==> config.mk <==
export PLATFORM = sky130hd
export DESIGN_NAME = ieee754_sub_seq
export DESIGN_NICKNAME = d
export VERILOG_FILES = /design/src/rtl/ieee754_sub_seq.sv
export SDC_FILE = /design/constraint.sdc
export NUM_CORES = 1
export LEC_CHECK = 0
export CAP_MARGIN = 30
export CORE_MARGIN = 3
export CORE_UTILIZATION = 50
export CTS_CLUSTER_SIZE = 8
export DETAILED_ROUTE_END_ITERATION = 8
export GPL_ROUTABILITY_DRIVEN = 0
export HOLD_SLACK_MARGIN = 0.1
export PLACE_DENSITY_LB_ADDON = 0.12
export SLEW_MARGIN = 20
export SYNTH_ARGS = -nofsm -noshare
export SYNTH_HDL_FRONTEND = slang
export SYNTH_SLANG_ARGS = --single-unit
==> constraint.sdc <==
create_clock -name clk -period 5.65 [get_ports clk]
set_input_delay 1.13 -clock clk [delete_from_list [all_inputs] [get_ports clk]]
set_output_delay 1.13 -clock clk [all_outputs]
set_load 0.02 [all_outputs]
==> src/rtl/ieee754_sub_seq.sv <==
// rtl/ieee754_sub_seq.sv - multi-cycle IEEE754 single-precision subtractor (truncating, flush-to-zero)
module ieee754_sub_seq #(
    parameter int WIDTH = 32
) (
    input  logic             clk,
    input  logic             rst_n,
    input  logic             start,
    input  logic [WIDTH-1:0] in_a,
    input  logic [WIDTH-1:0] in_b,
    output logic             busy,
    output logic             done,
    output logic [WIDTH-1:0] result
);

    typedef enum logic [2:0] {
        IDLE  = 3'd0,
        ALIGN = 3'd1,
        ADD   = 3'd2,
        NORM  = 3'd3,
        PACK  = 3'd4
    } state_t;

    state_t state, state_nxt;

    logic [WIDTH-1:0] a_r, b_r;
    logic [7:0]       exp_r;
    logic [23:0]      man_l, man_s;
    logic             sign_l, sign_s;
    logic [24:0]      sum_r;
    logic             zero_r;
    logic [WIDTH-1:0] result_r;
    logic             done_r;

    // Operand decode; b's sign is flipped so the datapath only ever adds
    logic [7:0]  exp_a, exp_b, exp_big, exp_diff;
    logic [23:0] man_a, man_b, man_big, man_small, man_shifted;
    logic        sgn_a, sgn_b, a_is_big;

    always_comb begin
        exp_a    = a_r[30:23];
        exp_b    = b_r[30:23];
        man_a    = (exp_a == 8'd0) ? 24'd0 : {1'b1, a_r[22:0]};
        man_b    = (exp_b == 8'd0) ? 24'd0 : {1'b1, b_r[22:0]};
        sgn_a    = a_r[31];
        sgn_b    = ~b_r[31];
        a_is_big = ({exp_a, man_a} >= {exp_b, man_b});
        exp_big  = a_is_big ? exp_a : exp_b;
        man_big  = a_is_big ? man_a : man_b;
        man_small = a_is_big ? man_b : man_a;
        exp_diff = a_is_big ? (exp_a - exp_b) : (exp_b - exp_a);
        man_shifted = (exp_diff > 8'd24) ? 24'd0 : (man_small >> exp_diff);
    end

    always_ff @(posedge clk or negedge rst_n) begin
        if (!rst_n) begin
            state <= IDLE;
        end else begin
            state <= state_nxt;
        end
    end

    always_comb begin
        state_nxt = state;
        case (state)
            IDLE:  if (start) state_nxt = ALIGN;
            ALIGN: state_nxt = ADD;
            ADD:   state_nxt = NORM;
            NORM: begin
                if (sum_r == 25'd0 || sum_r[24] || sum_r[23] || exp_r <= 8'd1)
                    state_nxt = PACK;
            end
            PACK:  state_nxt = IDLE;
            default: state_nxt = IDLE;
        endcase
    end

    always_comb begin
        busy = (state != IDLE);
    end

    always_ff @(posedge clk or negedge rst_n) begin
        if (!rst_n) begin
            a_r      <= '0;
            b_r      <= '0;
            exp_r    <= '0;
            man_l    <= '0;
            man_s    <= '0;
            sign_l   <= 1'b0;
            sign_s   <= 1'b0;
            sum_r    <= '0;
            zero_r   <= 1'b0;
            result_r <= '0;
            done_r   <= 1'b0;
        end else begin
            done_r <= 1'b0;
            case (state)
                IDLE: begin
                    if (start) begin
                        a_r <= in_a;
                        b_r <= in_b;
                    end
                end
                ALIGN: begin
                    exp_r  <= exp_big;
                    man_l  <= man_big;
                    man_s  <= man_shifted;
                    sign_l <= a_is_big ? sgn_a : sgn_b;
                    sign_s <= a_is_big ? sgn_b : sgn_a;
                    zero_r <= 1'b0;
                end
                ADD: begin
                    if (sign_l == sign_s)
                        sum_r <= {1'b0, man_l} + {1'b0, man_s};
                    else
                        sum_r <= {1'b0, man_l} - {1'b0, man_s};
                end
                NORM: begin
                    if (sum_r == 25'd0) begin
                        zero_r <= 1'b1;
                    end else if (sum_r[24]) begin
                        sum_r <= sum_r >> 1;
                        if (exp_r != 8'hff)
                            exp_r <= exp_r + 8'd1;
                    end else if (sum_r[23]) begin
                        zero_r <= zero_r;
                    end else if (exp_r <= 8'd1) begin
                        // The next left shift would take the exponent to 0
                        zero_r <= 1'b1;
                    end else begin
                        sum_r <= sum_r << 1;
                        exp_r <= exp_r - 8'd1;
                    end
                end
                PACK: begin
                    done_r <= 1'b1;
                    if (zero_r)
                        result_r <= '0;
                    else if (exp_r == 8'hff)
                        result_r <= {sign_l, 8'hff, 23'd0};
                    else
                        result_r <= {sign_l, exp_r, sum_r[22:0]};
                end
                default: done_r <= 1'b0;
            endcase
        end
    end

    assign done   = done_r;
    assign result = result_r;

endmodule

==> impl_results.md, run 1 <==
* Result of the run: finished clean
* Post-Route WL at roughly 34,000 um
* Routed vias at 10,800
* Final-report hold violation count at 0
* Type of the worst min-delay path: reg2reg
* Source of the worst hold timing path: result[28]
* Share of post-route cells with drive strength above 1 at 10.2%
* Number of warnings issued by yosys at 0
* Clock transition at the registers of the reported paths at approximately 70 ps
* Nets@finish at ~1,600
* Count of flip-flops with a built-in enable after synthesis at 0
* Hold buffer count at CTS at 0
* Drt pass-1 iters at 7
* Total global routing overflow at 0
* Combined area of the multi-input logic cells at between 7000 and 8000 um2
* Storage element area at about 4600 um2
* Smallest setup slack after layout at ~230 ps
* Horiz. Die Dim at 164 um
* Setup violators final at 0
* Synthesized netlist net count at 1,538
* Via count of the first global-routing pass at 10,200
* Type of the setup path with the least slack: reg2reg
* Number of buffers on the longest clock path at 2
* Final total negative setup slack at 0 ps
* Core region area at approximately 24,000 um2
* FMAX at between 150 and 200 MHz
* Global-route wire length before repair at approximately 56,000 um
* Slew at the pin with the worst max-slew slack at between 900 and 1000 ps
* Signed area change from the synthesized netlist to the final layout at 14.9%
* Buffers inserted by post-CTS timing repair at 0
* Worst-skew pair later-pin latency at ~440 ps
* Max-slew violation count at 0
* Filler Cells Inserted at 2,197
* Antenna violations before repair at 1
* DRC violation count after routing at 0
* Dpl ws at 368 ps
* Number of buffers added by the clock tree synthesis step at 17
* Start point of the critical path: a_r[23]
* Antenna Nets Post-Route at 0
* Clock tree root buffer cell: clkbuf_16
* Boundary Pins at between 100 and 150
* Number of instances in the synthesized netlist at roughly 1,400
* HPWL after DPL at around 26,000 um
* Worst Skew at 17.7 ps
* Leading post-synthesis cells by instance count: 201 x nand2_1, 184 x dfrtp_1, 98 x o21ai_0
* Clock tree from TritonCTS: built
* Flop and latch count out of synthesis at 184
* Top_reg_cell synth: dfrtp_1
* Number of distinct library cell variants in the gate-level netlist after synthesis at 76
* Synthesized area at around 13,000 um2
* Per-instance average area after synthesis at around 8.9 um2
* Portion of the post-synthesis area used by sequential elements at a little under two fifths
* Full die area at 27,000 um2
* Crit path required time at between 5000 and 6000 ps
* Avg Vias per Cell at 6.03
* Crit path arrival time at approximately 5700 ps
* Largest net degree at the start of global routing at 91
* WL per Instance at around 19 um
* Final Cycle Share at between 90% and 100%
* Starting utilization of the core area at 51.2%
* Min cycle time layout at 5420 ps
* Most repeated cell in the gate-level netlist after synthesis: nand2_1
* Worst flop-to-flop path startpoint: a_r[23]
* Share of the core filled with cells at 58.8%
* Leading area contributor after synthesis: dfrtp_1
* CP max FO at 23
* Diodes inserted at 0
* Worst Setup End Kind: register
* H-tree Lvls at 4
* Synth async-reset ratio at 100%
* Std cell rows at between 50 and 60
* GRT Total Usage at between 20% and 30%
* Height of the die at between 150 and 200 um
* Worst setup SP type: register
* Register-to-register path setup slack at approximately 230 ps
* Violation count after the first detailed-route iteration at 1,086
* Clock sink count at around 180
* Fraction of synthesized cell area taken by the top area cell type at 36.8%
* Leading cell types by total area after synthesis: dfrtp_1 37%, ha_1 6.7%, nand2_1 6.0%
* Unrepaired setup endpoints after global routing: no
* Relative max-transition margin at about a third
* Number of port buffers at 100
* Min Hold Slack at 481 ps
* Total of max-cap violations at 0
* Number of gates given a new drive strength after cts at 0
==> registers in the layout, indices dropped and copies added, names as in the netlist <==
signal,cells
result,32
b_r,32
sign_l,1
a_r,32
zero_r,1
sign_s,1
state,3
done,1
sum_r,25
man_s,24
exp_r,8
man_l,24
==> area by class of cell <==
class                      count  area share (%)
multi-input combinational   1080            51.2
clock buffer                  18            3.05
inverter                      55            1.44
tap                          324            2.82
sequential                   184            32.0
clock inverter                14            1.04
timing repair buffer         125            8.41
==> path summary, 6_finish.rpt <==
check                           cells past startpoint    endpoint
worst max-delay path                               14    man_s[8]
worst min-delay path                                2  result[28]
worst max register to register                     14    man_s[8]
worst min register to register                      2  result[28]
max in group asynchronous                           2   man_s[13]
min in group asynchronous                           1        done
==> layout by cell type (no fill, tap or decap), types with 5 or more instances in the layout <==
cell type and count:
a211oi_1 7, a21o_1 12, a21oi_1 96, a221oi_1 6, a222oi_1 8, a22o_1 29
a22oi_1 19, a31oi_1 17, and2_1 34, and3_1 9, buf_4 22, clkbuf_16 17
clkdlybuf4s50_1 99, dfrtp_1 184, ha_1 67, inv_1 55, mux2_2 59, mux2i_1 32
mux4_2 11, nand2_1 201, nand2b_1 14, nand3_1 34, nand4_1 14, nor2_1 91
nor2b_1 8, nor3_1 25, nor4_1 18, o211ai_1 13, o21a_1 8, o21ai_0 98
o221ai_1 8, o22a_1 5, o22ai_1 7, o31ai_1 15, or3_1 5, or4_1 7
xnor2_1 26, xor2_1 22
==> metal layers <==
layer  wire length, um  up-vias  share of wire, %  track usage, %
met5                 0        -                 0               0
met4              1020        0               3.0            8.15
met3              1900       62               5.5            4.26
met2             15800      374                46            41.6
met1             15700     5206                46            36.8
li1                  -     5203                 -               -
==> critical path, stage by stage (launching register included) <==
cell      delay (ps)
dfrtp_1          410
nor4_1           440
nand2_1          410
and2_1           350
ha_1             310
nand4_1          120
or3_1            380
o32a_1           420
a221o_1          510
nand2_4          330
mux4_2           560
a211oi_1         400
mux2i_1          170
and3_1           220
a221o_1          250
==> cell families after synthesis <==
group / share of synthesized area (%)
buffers and inverters: 4.46
XOR/XNOR: 3.36
flip-flops: 36.8
AND/OR/NAND/NOR: 17.7
multiplexers: 10.1
adder cells (fa/ha/maj): 7.18
AO/OA/AOI/OAI: 20.5
==> stage by stage <==
stage                     std cells  cell area [um2]
after floorplan                1401            12500
after global placement         1765            13700
after detailed placement       1767            13800
after CTS                      1799            14400
after global routing           1800            14400
final                          1800            14400
Power of run 1 is not shown: default switching activity piles up to over one toggle a cycle in this logic, so the estimate is an artifact.
==> run 2, diff against run 1 <==
- CORE_UTILIZATION: 50 -> 35
==> run 2 against run 1 <==
Clock-buffer cell count fell by 1. Wire length increased by 9.0%. Clock skew hardly changed. Critical endpoint is now man_s[9]. Die area up 41%. Final cell count is 7.7% higher.
==> impl_results.md, run 2 (same netlist as run 1, synthesis figures left out) <==
* Boundary Pins at 101 (unchanged)
* Slew at the pin with the worst max-slew slack at 987 ps (-10.9 ps)
* DRC violation count after routing at 0 (unchanged)
* Clock sink count at 184 (unchanged)
* Antenna Nets Post-Route at 0 (unchanged)
* R2r worst-path depth at 16 (+2)
* Number of port buffers at 100 (unchanged)
* Final Cycle Share at 88.4% (-7.6 points)
* Min cycle time layout at 4990 ps (-428 ps)
* Via count of the first global-routing pass at 10,600 (+4.1%)
* Number of gates given a new drive strength after cts at 0 (unchanged)
* Relative max-transition margin at 34.0% (+0.50 points)
* Share of post-route cells with drive strength above 1 at 10.7% (+0.48 points)
* Unrepaired setup endpoints after global routing: no
* Drt pass-1 iters at 5 (-2)
* Total of max-cap violations at 0 (unchanged)
* Type of the setup path with the least slack: reg2reg
* Diodes inserted at 0 (unchanged)
* Nets@finish at 1,608 (+0.50%)
* Std cell rows at 68 (+19%)
* Full die area at 38,100 um2 (+41%)
* Antenna violations before repair at 0 (-1)
* GRT Total Usage at 19.8% (-6.4 points)
* Largest net degree at the start of global routing at 117 (+29%)
* Most frequent standard cell in the layout excluding fill and tap cells: nand2_1
* Clock transition at the registers of the reported paths at 80 ps (about the same)
* WL per Instance at 19.3 um (+1.2%)
* Min Hold Slack at 482 ps (+0.390 ps)
* Number of buffers added by the clock tree synthesis step at 17 (unchanged)
* Avg Vias per Cell at 5.53 (-8.2%)
* Horiz. Die Dim at 195 um (+19%)
* Top library cells by usage in the layout, fill and taps aside: 201 x nand2_1, 184 x dfrtp_1, 99 x clkdlybuf4s50_1
* Crit path required time at 6030 ps (+60 ps)
* Core region area at 34,900 um2 (+43%)
* Hold buffer count at CTS at 0 (unchanged)
* HPWL after DPL at 28,600 um (+9.1%)
* Routed vias at 10,700 (-1.1%)
* Worst Setup End Kind: register
* H-tree Lvls at 4 (unchanged)
* Total cell area at the placement stage at 14,000 um2 (+1.8%)
* Type of the worst min-delay path: reg2reg
* Buffers inserted by post-CTS timing repair at 0 (unchanged)
* Final-report hold violation count at 0 (unchanged)
* Filler Cells Inserted at 3,586 (+63%)
* Starting utilization of the core area at 35.9% (-15 points)
* Crit path arrival time at 5370 ps (-370 ps)
* Worst setup SP type: register
* Total global routing overflow at 0 (unchanged)
* Clock tree from TritonCTS: built
* FMAX at 200 MHz (+8.6%)
* Instance count along the most critical hold path at 2 (unchanged)
* Height of the die at 195 um (+19%)
* Signed area change from the synthesized netlist to the final layout at 17.0%
* Number of buffers on the longest clock path at 2 (unchanged)
* Violation count after the first detailed-route iteration at 735 (-32%)
* Final total negative setup slack at 0 ps (unchanged)
* Post-Route WL at 37,500 um (+9.0%)
* CP max FO at 37 (+61%)
* Clock tree root buffer cell: clkbuf_16
* Setup violators final at 0 (unchanged)
* Worst-skew pair later-pin latency at 460 ps (+20 ps)
* Fin area at 14,600 um2 (+1.8%)
* Dpl ws at 672 ps (+304 ps)
* Result of the run: finished clean
* Max-slew violation count at 0 (unchanged)
* Worst Skew at 17.3 ps (-0.363 ps)
* Smallest setup slack after layout at 657 ps (+428 ps)
* Global-route wire length before repair at 60,800 um (+8.5%)
==> run 2: critical path, cell delays in order, from the launching register on <==
cell and delay, ps:
dfrtp_1 460, nor4_1 350, nand2_1 410, and2_1 340
inv_1 80, ha_1 140, nand4_1 130, or3_1 380
o32a_1 430, a221o_1 400, nand2_4 190, buf_12 240
mux2_2 380, a221o_1 410, mux2i_1 310, nand2_1 90
o211ai_1 160
==> run 2: routing by layer <==
layer / global-route usage [%] / routed length (um) / up-vias
li1: - / - / 5228
met1: 28.2 / 18200 / 5219
met2: 32.4 / 17400 / 240
met3: 2.61 / 1340 / 39
met4: 4.52 / 591 / 0
met5: 0 / 0 / -
==> run 2: area by class of cell <==
cell class                 instances  area, um2  share of cell area, %
timing repair buffer             133       1280                   8.78
inverter                          55        206                   1.41
multi-input combinational       1080       7370                   50.3
sequential                       184       4600                   31.4
clock buffer                      17        425                   2.91
clock inverter                    15        186                   1.27
tap                              455        569                   3.89
==> run 2: final timing paths <==
path	start	end	slack (ps)
worst max register to register	b_r[24]	man_s[9]	660
max in group asynchronous	rst_n	b_r[5]	3910
worst min register to register	result[27]	result[27]	480
worst min-delay path	result[27]	result[27]	480
worst max-delay path	b_r[24]	man_s[9]	660
min in group asynchronous	rst_n	done	670
==> run 2: stage by stage <==
step | util [%] | instances
2_1_floorplan | - | 1401
3_3_place_gp | 40.2 | 1906
3_5_place_dp | 40.2 | 1907
4_1_cts | 42.0 | 1939
5_1_grt | 42.0 | 1939
6_report | 42.0 | 1939
Power of run 2 is left out for the same reason.
==> run 3, diff against run 2 <==
- CELL_PAD_IN_SITES_DETAIL_PLACEMENT: default -> 0
- CELL_PAD_IN_SITES_GLOBAL_PLACEMENT: default -> 1
- CORE_ASPECT_RATIO: default -> 0.6
- SETUP_SLACK_MARGIN: default -> 0.15
==> run 3 against run 2 <==
Via count up 2.6%. Design area rose by 0.75%. Register-to-register slack got worse by 380 ps. Maximum frequency decreased by 7.1%. Critical path depth is 2 lower. Die area increased by 0.20%. Largest cell class unchanged. Highest routed layer unchanged.
==> impl_results.md, run 3 (same netlist as run 1, synthesis figures left out) <==
* Result of the run: finished clean
* Starting utilization of the core area at 36.3% (+0.42 points)
* Boundary Pins at 101 (unchanged)
* GRT Total Usage at 21.6% (+1.8 points)
* Nets@finish at 1,616 (+0.50%)
* FMAX at 186 MHz (-7.1%)
* Total global routing overflow at 0 (unchanged)
* Clock tree root buffer cell: clkbuf_16
* Number of buffers added by the clock tree synthesis step at 17 (unchanged)
* Hold buffer count at CTS at 0 (unchanged)
* Setup violators final at 0 (unchanged)
* Clock tree from TritonCTS: built
* Worst Skew at 12.7 ps (-4.62 ps)
* H-tree Lvls at 4 (unchanged)
* Worst Setup End Kind: register
* Relative max-transition margin at 26.0% (-8.0 points)
* Std cell rows at 52 (-24%)
* Antenna violations before repair at 0 (unchanged)
* Number of port buffers at 100 (unchanged)
* Clock transition at the registers of the reported paths at 70 ps (about the same)
* HPWL after DPL at 31,900 um (+12%)
* Routed vias at 11,000 (+2.6%)
* Final Cycle Share at 95.1% (+6.7 points)
* Number of buffers on the longest clock path at 2 (unchanged)
* Total of max-cap violations at 0 (unchanged)
* Antenna Nets Post-Route at 0 (unchanged)
* Core region area at 34,500 um2 (-1.1%)
* Type of the worst min-delay path: reg2reg
* Horiz. Die Dim at 250 um (+28%)
* Largest net degree at the start of global routing at 105 (-10%)
* Most frequent standard cell in the layout excluding fill and tap cells: nand2_1
* Unrepaired setup endpoints after global routing: no
* Avg Vias per Cell at 5.64 (+2.0%)
* CP max FO at 17 (-54%)
* Share of post-route cells with drive strength above 1 at 11.4% (+0.68 points)
* Crit path arrival time at 5710 ps (+340 ps)
* Worst setup SP type: register
* Max-slew violation count at 0 (unchanged)
* Via count of the first global-routing pass at 10,500 (-1.4%)
* Final total negative setup slack at 0 ps (unchanged)
* Full die area at 38,100 um2 (+0.20%)
* Type of the setup path with the least slack: reg2reg
* Worst-skew pair later-pin latency at 450 ps (about the same)
* Signed area change from the synthesized netlist to the final layout at 17.9%
* Slew at the pin with the worst max-slew slack at 1110 ps (+123 ps)
* DRC violation count after routing at 0 (unchanged)
* Clock sink count at 184 (unchanged)
* Diodes inserted at 0 (unchanged)
* Drt pass-1 iters at 5 (unchanged)
* Height of the die at 152 um (-22%)
* Violation count after the first detailed-route iteration at 1,118 (+52%)
* Post-Route WL at 41,100 um (+9.7%)
* Crit path required time at 5990 ps (-40 ps)
* WL per Instance at 21.1 um (+9.1%)
* Top library cells by usage in the layout, fill and taps aside: 199 x nand2_1, 184 x dfrtp_1, 99 x clkdlybuf4s50_1
* Min cycle time layout at 5370 ps (+380 ps)
* Final-report hold violation count at 0 (unchanged)
* Global-route wire length before repair at 64,600 um (+6.2%)
## run 3: changes by cell type in the layout (fill, tap and decap cells not counted), moves of 2 or more
cell,previous run,this run
buf_4,30,36
inv_8,4,0
nand2_1,201,199
nand2_2,0,2
## run 3: path summary, 6_finish.rpt
kind | startpoint | endpoint | slack (ps) | cells after the start
setup / recovery | a_r[27] | man_s[8] | 280 | 14
hold / removal | result[23] | result[23] | 480 | 2
setup reg to reg | a_r[27] | man_s[8] | 280 | 14
hold reg to reg | result[23] | result[23] | 480 | 2
max in group asynchronous | rst_n | b_r[19] | 3710 | 3
min in group asynchronous | rst_n | b_r[29] | 570 | 1
## run 3: stage by stage
step	utilization (%)	instance area (um2)	hold slack, ps	setup WS (ps)	cells
final	42.8	14800	482	277	1951
after global routing	42.8	14800	515	143	1951
after CTS	42.6	14700	490	208	1947
after detailed placement	40.8	14100	473	251	1915
after global placement	40.8	14100	463	273	1914
after floorplan	-	12500	456	1020	1401
## run 3: worst max-delay path, stage by stage (launching register included)
cell	delay [ps]
dfrtp_1	410
nor4_1	470
nand2_2	370
and2_1	330
ha_1	310
nand4_1	160
or3_1	400
o32a_1	470
a221o_1	430
nand2_4	260
mux4_2	590
a211oi_1	400
mux2i_1	170
and3_1	210
a221o_1	250
## run 3: area by class of cell
type | count | area [um2]
Fill cell | 3442 | 19700
Multi-Input combinational cell | 1080 | 7380
Sequential cell | 184 | 4600
Timing Repair Buffer | 141 | 1380
Tap cell | 459 | 574
Clock buffer | 19 | 443
Inverter | 55 | 206
Clock inverter | 13 | 168
## run 3: timing repair
item	4_1_cts	5_1_grt
resized for setup	0	3
buffers inserted	0	3
endpoints found under the setup margin	0	24
## run 3: per-layer routing
layer / vias to the layer above / part of all wire, % / track usage [%] / wire length (um)
met2: 318 / 39 / 28.4 / 16000
met4: 0 / 0.54 / 3.10 / 223
li1: 5250 / - / - / -
met3: 17 / 6.9 / 4.83 / 2840
met5: - / 0 / 0 / 0
met1: 5422 / 54 / 35.6 / 22000
Power of run 3 is left out for the same reason.
